[src/rtl/stream_mux_rr_pkg.sv]
// +------------------------------------------------------------------+
// | mux_pkg : shared mode type and width helper for stream_mux_rr    |
// | Rev 1.0                                                          |
// +------------------------------------------------------------------+
`default_nettype none

package mux_pkg;

    typedef enum logic {
        MODE_MANUAL = 1'b0,
        MODE_RR     = 1'b1
    } mux_mode_e;

    // Channel index width; never zero so a 2-channel mux still has a select bit.
    function automatic int clog2_min1(input int n);
        return (n <= 2) ? 1 : $clog2(n);
    endfunction

endpackage

`default_nettype wire

[src/rtl/stream_mux_rr_if.sv]
// +------------------------------------------------------------------+
// | stream_mux_rr_if : N-input / 1-output valid-ready stream bundle  |
// | Rev 1.0                                                          |
// +------------------------------------------------------------------+
`default_nettype none

interface stream_mux_rr_if
    import mux_pkg::*;
#(
    parameter  int BITS     = 4,
    parameter  int CHANNELS = 4,
    localparam int SEL_W    = clog2_min1(CHANNELS)
);

    mux_mode_e                     mode;
    logic [SEL_W-1:0]              select;
    logic [CHANNELS*BITS-1:0]      in_data;
    logic [CHANNELS-1:0]           in_valid;
    logic [CHANNELS-1:0]           in_last;
    logic [CHANNELS-1:0]           in_ready;
    logic [BITS-1:0]               out_data;
    logic [SEL_W-1:0]              out_chan;
    logic                          out_valid;
    logic                          out_ready;

    // The mux itself sits on the slave side of the bundle.
    modport slave (
        input  mode, select, in_data, in_valid, in_last, out_ready,
        output in_ready, out_data, out_chan, out_valid
    );

    modport master (
        output mode, select, in_data, in_valid, in_last, out_ready,
        input  in_ready, out_data, out_chan, out_valid
    );

endinterface

`default_nettype wire

[src/rtl/stream_mux_rr_arbiter.sv]
// +------------------------------------------------------------------+
// | rr_arbiter : combinational round-robin pick starting after the   |
// |              previous winner.                       Rev 1.0      |
// +------------------------------------------------------------------+
`default_nettype none

module rr_arbiter
    import mux_pkg::*;
#(
    parameter  int N     = 4,
    localparam int SEL_W = clog2_min1(N)
) (
    input  logic [N-1:0]     req,
    input  logic [SEL_W-1:0] last_grant,
    output logic             grant_valid,
    output logic [SEL_W-1:0] grant
);

    int w_cand;

    // Walk from farthest to nearest so the closest requester after last_grant wins.
    always_comb begin
        grant_valid = 1'b0;
        grant       = '0;
        w_cand      = 0;
        for (int k = N; k >= 1; k--) begin
            w_cand = (int'(last_grant) + k) % N;
            if (req[w_cand[SEL_W-1:0]]) begin
                grant_valid = 1'b1;
                grant       = w_cand[SEL_W-1:0];
            end
        end
    end

endmodule

`default_nettype wire

[src/rtl/stream_mux_rr.sv]
// +------------------------------------------------------------------+
// | stream_mux_rr : registered N:1 stream mux, manual or round-robin |
// |   MUX_PKT_LOCK_EN : hold grant on a channel until in_last beat    |
// | Rev 1.0                                                          |
// +------------------------------------------------------------------+
`default_nettype none

module stream_mux_rr
    import mux_pkg::*;
#(
    parameter  int BITS     = 4,
    parameter  int CHANNELS = 4,
    localparam int SEL_W    = clog2_min1(CHANNELS)
) (
    input  logic            clk,
    input  logic            reset_n,
    stream_mux_rr_if.slave  bus
);

    logic             out_valid_q,  out_valid_d;
    logic [BITS-1:0]  out_data_q,   out_data_d;
    logic [SEL_W-1:0] out_chan_q,   out_chan_d;
    logic [SEL_W-1:0] last_grant_q, last_grant_d;

    logic             w_load;
    logic             w_man_valid;
    logic             w_rr_valid;
    logic [SEL_W-1:0] w_rr_grant;
    logic             w_grant_valid;
    logic [SEL_W-1:0] w_grant;
    logic [BITS-1:0]  w_grant_data;

`ifdef MUX_PKT_LOCK_EN
    logic             lock_q,      lock_d;
    logic [SEL_W-1:0] lock_chan_q, lock_chan_d;
    logic             w_grant_last;
`else
    logic             w_unused_last;
    assign w_unused_last = ^bus.in_last;
`endif

    assign w_load = !out_valid_q || bus.out_ready;

    rr_arbiter #(
        .N           (CHANNELS)
    ) u_rr_arbiter (
        .req         (bus.in_valid),
        .last_grant  (last_grant_q),
        .grant_valid (w_rr_valid),
        .grant       (w_rr_grant)
    );

    // Loop compare keeps out-of-range select values from granting anything.
    always_comb begin
        w_man_valid = 1'b0;
        for (int i = 0; i < CHANNELS; i++) begin
            if (bus.select == SEL_W'(i) && bus.in_valid[i]) begin
                w_man_valid = 1'b1;
            end
        end
    end

    always_comb begin
        w_grant_valid = 1'b0;
        w_grant       = '0;
        if (bus.mode == MODE_RR) begin
            w_grant_valid = w_rr_valid;
            w_grant       = w_rr_grant;
        end else begin
            w_grant_valid = w_man_valid;
            w_grant       = bus.select;
        end
`ifdef MUX_PKT_LOCK_EN
        if (lock_q) begin
            w_grant_valid = bus.in_valid[lock_chan_q];
            w_grant       = lock_chan_q;
        end
`endif
    end

    always_comb begin
        w_grant_data = '0;
        bus.in_ready = '0;
        for (int i = 0; i < CHANNELS; i++) begin
            if (w_grant == SEL_W'(i)) begin
                w_grant_data    = bus.in_data[i*BITS +: BITS];
                bus.in_ready[i] = w_load && w_grant_valid;
            end
        end
    end

`ifdef MUX_PKT_LOCK_EN
    always_comb begin
        w_grant_last = 1'b0;
        for (int i = 0; i < CHANNELS; i++) begin
            if (w_grant == SEL_W'(i)) begin
                w_grant_last = bus.in_last[i];
            end
        end
    end
`endif

    always_comb begin
        out_valid_d  = out_valid_q;
        out_data_d   = out_data_q;
        out_chan_d   = out_chan_q;
        last_grant_d = last_grant_q;
`ifdef MUX_PKT_LOCK_EN
        lock_d       = lock_q;
        lock_chan_d  = lock_chan_q;
`endif
        if (w_load) begin
            if (w_grant_valid) begin
                out_valid_d  = 1'b1;
                out_data_d   = w_grant_data;
                out_chan_d   = w_grant;
                last_grant_d = w_grant;
`ifdef MUX_PKT_LOCK_EN
                lock_d       = !w_grant_last;
                lock_chan_d  = w_grant;
`endif
            end else begin
                out_valid_d  = 1'b0;
            end
        end
    end

    // Reset value of last_grant makes channel 0 the first round-robin winner.
    always_ff @(posedge clk or negedge reset_n) begin
        if (!reset_n) begin
            out_valid_q  <= 1'b0;
            out_data_q   <= '0;
            out_chan_q   <= '0;
            last_grant_q <= SEL_W'(CHANNELS - 1);
`ifdef MUX_PKT_LOCK_EN
            lock_q       <= 1'b0;
            lock_chan_q  <= '0;
`endif
        end else begin
            out_valid_q  <= out_valid_d;
            out_data_q   <= out_data_d;
            out_chan_q   <= out_chan_d;
            last_grant_q <= last_grant_d;
`ifdef MUX_PKT_LOCK_EN
            lock_q       <= lock_d;
            lock_chan_q  <= lock_chan_d;
`endif
        end
    end

    assign bus.out_valid = out_valid_q;
    assign bus.out_data  = out_data_q;
    assign bus.out_chan  = out_chan_q;

endmodule

`default_nettype wire

[src/flat_wrapper.sv]
// flat-port wrapper written by rule: the top's interface ports become plain ports
module stream_mux_rr_flat import mux_pkg::*;
#(
    parameter  int BITS     = 4,
    parameter  int CHANNELS = 4,
    localparam int SEL_W    = clog2_min1(CHANNELS)
)
  (clk, reset_n, bus_mode, bus_select, bus_in_data, bus_in_valid, bus_in_last, bus_out_ready, bus_in_ready, bus_out_data, bus_out_chan, bus_out_valid);
  stream_mux_rr_if #(.BITS(BITS), .CHANNELS(CHANNELS)) bus_i ();
  input  logic clk;
  input  logic reset_n;
  input wire logic [$bits(bus_i.mode)-1:0] bus_mode;
  input wire logic [$bits(bus_i.select)-1:0] bus_select;
  input wire logic [$bits(bus_i.in_data)-1:0] bus_in_data;
  input wire logic [$bits(bus_i.in_valid)-1:0] bus_in_valid;
  input wire logic [$bits(bus_i.in_last)-1:0] bus_in_last;
  input wire logic [$bits(bus_i.out_ready)-1:0] bus_out_ready;
  output wire logic [$bits(bus_i.in_ready)-1:0] bus_in_ready;
  output wire logic [$bits(bus_i.out_data)-1:0] bus_out_data;
  output wire logic [$bits(bus_i.out_chan)-1:0] bus_out_chan;
  output wire logic [$bits(bus_i.out_valid)-1:0] bus_out_valid;
  assign bus_i.mode = bus_mode;
  assign bus_i.select = bus_select;
  assign bus_i.in_data = bus_in_data;
  assign bus_i.in_valid = bus_in_valid;
  assign bus_i.in_last = bus_in_last;
  assign bus_i.out_ready = bus_out_ready;
  assign bus_in_ready = bus_i.in_ready;
  assign bus_out_data = bus_i.out_data;
  assign bus_out_chan = bus_i.out_chan;
  assign bus_out_valid = bus_i.out_valid;
  stream_mux_rr #(.BITS(BITS), .CHANNELS(CHANNELS)) u_core (.clk(clk), .reset_n(reset_n), .bus(bus_i));
endmodule
[config.mk]
export PLATFORM = sky130hd
export DESIGN_NAME = stream_mux_rr_flat
export DESIGN_NICKNAME = d
export VERILOG_FILES = /design/src/rtl/stream_mux_rr_pkg.sv /design/src/rtl/stream_mux_rr_if.sv /design/src/rtl/stream_mux_rr_arbiter.sv /design/src/rtl/stream_mux_rr.sv /design/src/flat_wrapper.sv
export SDC_FILE = /design/constraint.sdc
export NUM_CORES = 1
export LEC_CHECK = 0
export BUFFER_PORTS_ARGS = -buffer_cell sky130_fd_sc_hd__buf_4
export CORE_MARGIN = 2
export CORE_UTILIZATION = 45
export CTS_CLUSTER_SIZE = 30
export DETAILED_ROUTE_END_ITERATION = 10
export PLACE_DENSITY_LB_ADDON = 0.25
export SYNTH_ARGS = -nofsm -noshare
export SYNTH_HDL_FRONTEND = slang
export SYNTH_HIERARCHICAL = 1
export SYNTH_SLANG_ARGS = --single-unit
export TNS_END_PERCENT = 10
[constraint.sdc]
create_clock -name clk -period 3.5 [get_ports clk]
set_input_delay 1.05 -clock clk [delete_from_list [all_inputs] [get_ports clk]]
set_output_delay 1.05 -clock clk [all_outputs]
set_load 0.05 [all_outputs]
==> reports/qor.txt, run 1 <==
time the worst path needs with I/O delays and setup: 3430 ps
number of antenna-violating nets in the routed design: 0
first-pass detailed-route iteration total: 4
count of standard-cell rows: 13
final RePlAce weighted congestion: 0.802
largest net degree at the start of global routing: 10
buffer levels on the longest clock path: 2
total area of sequential cells: 228 µm²
cell area reported after detailed placement: 971 µm²
type of element capturing the critical path: primary output
CTS tree: done
register-to-register setup slack: 1440 ps
Max IR drop VDD: 0.370 mV
initial cell density of the core: 49.8%
IO Count: 41
detailed-route DRC error count: 0
area of the core region: 1350 µm²
setup-violating endpoint count in the final report: 0
DIE AREA: 1820 µm²
instance count of the mapped netlist: 69
mapped cell area: 672 µm²
startpoint type of the worst setup path: primary input
outcome: finished, final reports clean
register clock-pin slew on the reported worst setup and hold paths: 60 ps
crit-path most repeated cell: sky130_fd_sc_hd__buf_4
number of nets produced by synthesis: 99
chip height: 42.6 µm
non-filler cells, final: 128
worst-path cell chain: buf_4, and2b_1, a21oi_2, o221ai_2, mux2i_2, nand3b_1, nor2_1, buf_4
detail-routed net length per standard cell: 11.9 µm
via count of the first global-routing pass: 604
CTS Hold Buffers Added: 0
post-placement cell count: 122
initial DRC count: 10
Layout Area Growth over Synthesis: 51.2%
placed wire-length estimate after detailed placement: 1270 µm
number of buffers inserted during clock tree synthesis: 3
post-synthesis area per instance: 9.74 µm²
Critical Setup Path Class: primary input to primary output
final net count: 144
wire length of the first global-routing pass: 2580 µm
Hold WC Path Type: flip-flop to flip-flop
number of antenna violations at the first check in global routing: 0
worst hold margin: 491 ps
worst clock skew: 3.95 ps
total overflow reported by the global router: 0
post-synthesis sequential area ratio: 33.9%
Static Leakage: 0.522 nW
via count: 621
highest fanout seen on the critical path: 5
wire length reported by the detailed router: 1530 µm
layout cell share with drive strength beyond 1: 51.3%
period utilisation layout: 97.9%
average vias per placed instance: 4.85
max-slew violation count: 0
Max Freq: 292 MHz
YS warnings: 6
filler cell count in the final layout: 101
width of the chip: 42.6 µm
sink count of the clock tree: 9
flip-flop and latch count after synthesis: 9
power density relative to cell area: 487 nW/µm²
final std cell area, no fill: 1020 µm²
H-tree Lvls: 1
diode insertion count for antenna repair: 0
Worst EP required: 2450 ps
Clock Latency Late Sink: 250 ps
total area of multi-input combinational cells: 398 µm²
count of different cell masters after synthesis: 22
MaxCap Viol Count: 0
crit-path max cell delay: 250 ps
GRT Total Usage: 18.0%
Slowest cell on crit path: sky130_fd_sc_hd__mux2i_2
CTS root buf: sky130_fd_sc_hd__clkbuf_4
number of I/O port buffers: 36
normalized max-slew margin: 80.9%
unrepaired setup endpoints after global routing: true
category of cells accounting for the largest share of critical-path delay: simple AND/OR/NAND/NOR gates
Worst Tran Pin Value: 279 ps
hold violation count in the final report: 0
total chip power: 0.494 mW
worst endpoint data arrival time: 2380 ps
Buf/Inv on CP: 2
==> synthesized netlist by cell type <==
master	count	area [µm²]
sky130_fd_sc_hd__a21boi_1	2	15.0
sky130_fd_sc_hd__a21oi_1	4	20.0
sky130_fd_sc_hd__a21oi_2	1	8.76
sky130_fd_sc_hd__a31oi_1	1	6.26
sky130_fd_sc_hd__and2b_1	1	7.51
sky130_fd_sc_hd__buf_2	1	5.00
sky130_fd_sc_hd__buf_6	2	22.5
sky130_fd_sc_hd__dfrtp_1	7	175
sky130_fd_sc_hd__dfstp_2	2	52.6
sky130_fd_sc_hd__inv_1	5	18.8
sky130_fd_sc_hd__mux2_2	5	56.3
sky130_fd_sc_hd__mux2i_1	11	110
sky130_fd_sc_hd__mux2i_2	1	13.8
sky130_fd_sc_hd__mux4_2	1	22.5
sky130_fd_sc_hd__nand2_1	6	22.5
sky130_fd_sc_hd__nand2b_1	5	31.3
sky130_fd_sc_hd__nand3b_1	1	7.51
sky130_fd_sc_hd__nor2_1	5	18.8
sky130_fd_sc_hd__nor3_1	2	10.0
sky130_fd_sc_hd__o211ai_2	1	12.5
sky130_fd_sc_hd__o21ai_1	4	20.0
sky130_fd_sc_hd__o221ai_2	1	15.0
==> flip-flops by register name, indices dropped and copies added, names as in the netlist <==
name                  cells
u_core/bus.out_chan       2
u_core/bus.out_data       4
u_core/last_grant_q       2
u_core/bus.out_valid      1
==> worst register-to-register path: cells and delay by family, from the launching register on <==
| family | cells | cell delay, ps |
|---|---|---|
| muxes | 4 | 880 |
| AOI/OAI and AO/OA | 2 | 180 |
| DFF | 1 | 580 |
| buffers and inverters | 2 | 310 |
==> stage by stage <==
stage / utilization, % / TNS (ps) / setup slack (ps)
2_1_floorplan: - / -998 / -343
3_3_place_gp: 71.9 / 0 / 84.4
3_5_place_dp: 71.9 / 0 / 82.2
4_1_cts: 73.9 / 0 / 71.6
5_1_grt: 75.3 / -29.6 / -26.5
6_report: 75.3 / 0 / 73.8
==> layout make-up <==
type | count | share of cell area, %
Sequential cell | 9 | 22.4
Timing Repair Buffer | 43 | 32.1
Tap cell | 15 | 1.85
Inverter | 5 | 1.85
Multi-Input combinational cell | 52 | 39.2
Clock buffer | 4 | 2.59
==> cells in the final DEF, fill, tap and decap left out, drive strengths merged <==
master	count
buf	43
mux2i	12
dfrtp	7
nand2	6
nand2b	5
nor2	5
mux2	5
inv	5
a21oi	5
o21ai	4
clkbuf	4
nor3	2
a21boi	2
dfstp	2
mux4	1
o211ai	1
nand3b	1
and2b	1
o221ai	1
a31oi	1
==> timing repair <==
item / CTS / global route
endpoints found under the setup margin: 0 / 2
resized for setup: 0 / 1
buffers inserted: 0 / 2
==> where the power goes <==
group / switching, mW / internal (mW)
sequential: 0.0173 / 0.132
combinational: 0.155 / 0.113
clock: 0.0331 / 0.0437
total: 0.206 / 0.289
==> logic make-up after synthesis <==
family / count (synthesis) / synth area share (%)
AOI/OAI and AO/OA: 14 / 14.5
DFF: 9 / 33.9
and+or+nand+nor: 20 / 14.5
buffers and inverters: 8 / 6.89
muxes: 18 / 30.2
==> worst paths after layout <==
path	start	endpoint	cells after the start
max in group asynchronous	reset_n	u_core/last_grant_q[0]	1
setup / recovery	bus_in_valid[3]	bus_in_ready[2]	8
setup reg to reg	u_core/last_grant_q[1]	u_core/bus.out_data[3]	8
hold / removal	u_core/last_grant_q[0]	u_core/last_grant_q[0]	2
hold reg to reg	u_core/last_grant_q[0]	u_core/last_grant_q[0]	2
min in group asynchronous	reset_n	u_core/bus.out_valid	1
==> per-layer routing <==
layer / wire length, µm / global-route usage, %
met4: 13 / 5.63
met3: 123 / 1.72
met2: 703 / 30.0
met5: 0 / 0
met1: 684 / 24.1
Power figures use the tool's default switching activity.
==> run 2, diff against run 1 <==
Settings changed: ABC_AREA set to 1, BUFFER_PORTS_ARGS -buffer_cell sky130_fd_sc_hd__buf_4 to unset, CORE_UTILIZATION 45 to 50, DONT_BUFFER_PORTS set to 1.
==> reports/qor.txt, run 2 <==
outcome: finished, final reports clean
flip-flop and latch count after synthesis: 9
final RePlAce weighted congestion: 0.819
diode insertion count for antenna repair: 0
normalized max-slew margin: 67.9%
worst hold margin: 477 ps
number of buffers inserted to repair setup after CTS: 0
total overflow reported by the global router: 0
post-placement cell count: 171
top cells by count, synth: sky130_fd_sc_hd__nand2_1, sky130_fd_sc_hd__nand3_1, sky130_fd_sc_hd__inv_1
width of the chip: 46.3 µm
first-pass detailed-route iteration total: 4
CTS tree: done
H-tree Lvls: 1
chip height: 46.3 µm
number of I/O port buffers: 0
detailed-route DRC error count: 0
final net count: 181
leading cell type in the layout, fill and taps excluded: sky130_fd_sc_hd__nand2_1
detail-routed net length per standard cell: 11.0 µm
most used flip-flop cell after synthesis: sky130_fd_sc_hd__dfrtp_1
count of standard-cell rows: 15
time the worst path needs with I/O delays and setup: 3320 ps
worst clock skew: 6.15 ps
register clock-pin slew on the reported worst setup and hold paths: 70 ps
dominant cells by area after synthesis: sky130_fd_sc_hd__nand2_1, sky130_fd_sc_hd__dfrtp_1, sky130_fd_sc_hd__nand3_1, sky130_fd_sc_hd__nand2_2, sky130_fd_sc_hd__inv_1
startpoint type of the worst setup path: primary input
buffer levels on the longest clock path: 2
hold violation count in the final report: 0
Static Leakage: 0.555 nW
area fraction of the dominant cell type after synthesis: 22.2%
wire length of the first global-routing pass: 3020 µm
worst reg2reg startpoint: u_core/last_grant_q[0]
non-filler cells, final: 175
via count of the first global-routing pass: 766
YS warnings: 6
count of different cell masters after synthesis: 22
power density relative to cell area: 966 nW/µm²
post-synthesis area per instance: 6.31 µm²
post-synthesis sequential area ratio: 25.4%
Max IR drop VDD: 0.585 mV
Critical Setup Path Class: primary input to primary output
cell taking the most area after synthesis: sky130_fd_sc_hd__nand2_1
CTS Hold Buffers Added: 0
Hold WC Path Type: primary input to async pin
wire length reported by the detailed router: 1920 µm
average vias per placed instance: 5.01
number of antenna-violating nets in the routed design: 0
most repeated cell in the gate-level netlist after synthesis: sky130_fd_sc_hd__nand2_1
Worst EP required: 2450 ps
highest fanout seen on the critical path: 8
area of the core region: 1710 µm²
number of buffers inserted during clock tree synthesis: 3
IO Count: 41
sink count of the clock tree: 9
number of antenna violations at the first check in global routing: 0
flip-flop count of the largest register after layout: 4
CTS root buf: sky130_fd_sc_hd__clkbuf_4
number of synthesized flops with an enable pin: 0
GRT Total Usage: 19.5%
FF-to-FF path depth: 16
initial cell density of the core: 52.5%
largest net degree at the start of global routing: 12
worst endpoint data arrival time: 2270 ps
layout cell share with drive strength beyond 1: 30.7%
instance count of the mapped netlist: 142
type of element capturing the critical path: primary output
max-slew violation count: 0
mapped cell area: 896 µm²
setup-violating endpoint count in the final report: 0
Sum Neg Setup Slack: 0 ps
Max Freq: 301 MHz
Layout Area Growth over Synthesis: 12.6%
initial DRC count: 13
MaxCap Viol Count: 0
Util after Layout: 59.0%
Worst Tran Pin Value: 482 ps
period utilisation layout: 94.8%
unrepaired setup endpoints after global routing: false
Clock Latency Late Sink: 260 ps
via count: 876
endpoint of the lowest-slack register-to-register path: u_core/bus.out_data[3]
placed wire-length estimate after detailed placement: 1620 µm
register-to-register setup slack: 1430 ps
fraction of registers with async set/reset: 100%
DIE AREA: 2150 µm²
most frequent cells in the layout: sky130_fd_sc_hd__nand2_1, sky130_fd_sc_hd__nand3_1, sky130_fd_sc_hd__inv_1
number of nets produced by synthesis: 172
run 2: power breakdown:
| part | total (mW) | internal, mW | switching (mW) |
|---|---|---|---|
| combinational | 0.562 | 0.202 | 0.360 |
| clock | 0.0791 | 0.0421 | 0.0370 |
| sequential | 0.333 | 0.157 | 0.177 |
| total | 0.975 | 0.401 | 0.574 |
run 2: worst max path at each step:
| stage | from | to | slack (ps) | depth (start not counted) |
|---|---|---|---|---|
| after global placement | bus_in_valid[2] | bus_in_ready[2] | 170 | 11 |
| final | bus_in_valid[2] | bus_in_ready[2] | 180 | 11 |
| after global routing | bus_in_valid[1] | bus_in_ready[1] | 40 | 14 |
| after floorplan | bus_in_valid[2] | bus_in_ready[2] | 160 | 10 |
| after detailed placement | bus_in_valid[2] | bus_in_ready[3] | 130 | 11 |
| after CTS | bus_in_valid[2] | bus_in_ready[2] | 130 | 11 |
run 2: routing by layer:
layer	vias to the layer above	global-route usage [%]	wire length (µm)
met5	-	0	0
met4	0	5.14	21
met3	2	3.53	60
met2	17	35.8	1020
met1	398	22.8	810
li1	459	-	-
run 2: layout make-up:
cell class / count / area [µm²]
clock buffer: 3 / 22.5
clock inverter: 1 / 5.00
fill: 176 / 699
inverter: 20 / 80.1
multi-input combinational: 112 / 592
sequential: 9 / 228
tap: 25 / 31.3
timing repair buffer: 5 / 50.0
run 2: what timing repair did:
action	4_1_cts	5_1_grt
setup endpoints to repair	0	2
gates resized for setup	0	1
endpoints found under the hold margin	0	0
run 2: kinds of logic after synthesis:
logic type | Yosys count | share of synthesized area (%)
AOI/OAI and AO/OA | 7 | 4.61
buffers and inverters | 21 | 10.2
DFF | 9 | 25.4
and+or+nand+nor | 105 | 59.8
run 2: critical path: stages:
cell and delay (ps):
sky130_fd_sc_hd__inv_1 30, sky130_fd_sc_hd__o21ai_1 170, sky130_fd_sc_hd__nand2_1 70, sky130_fd_sc_hd__nand2_1 60
sky130_fd_sc_hd__nand3_1 80, sky130_fd_sc_hd__a21boi_2 180, sky130_fd_sc_hd__nand2_1 120, sky130_fd_sc_hd__nand2_4 150
sky130_fd_sc_hd__nand2_4 80, sky130_fd_sc_hd__nor2_2 80, sky130_fd_sc_hd__buf_4 190
run 2: metrics by stage:
step                      setup WS (ps)  instance area [µm²]  power, mW
after floorplan                     164                  907      0.788
after global placement              169                  977      0.873
after detailed placement            134                  977      0.890
after CTS                           130                 1000      0.971
after global routing               37.9                 1010       1.06
final                               181                 1010      0.975
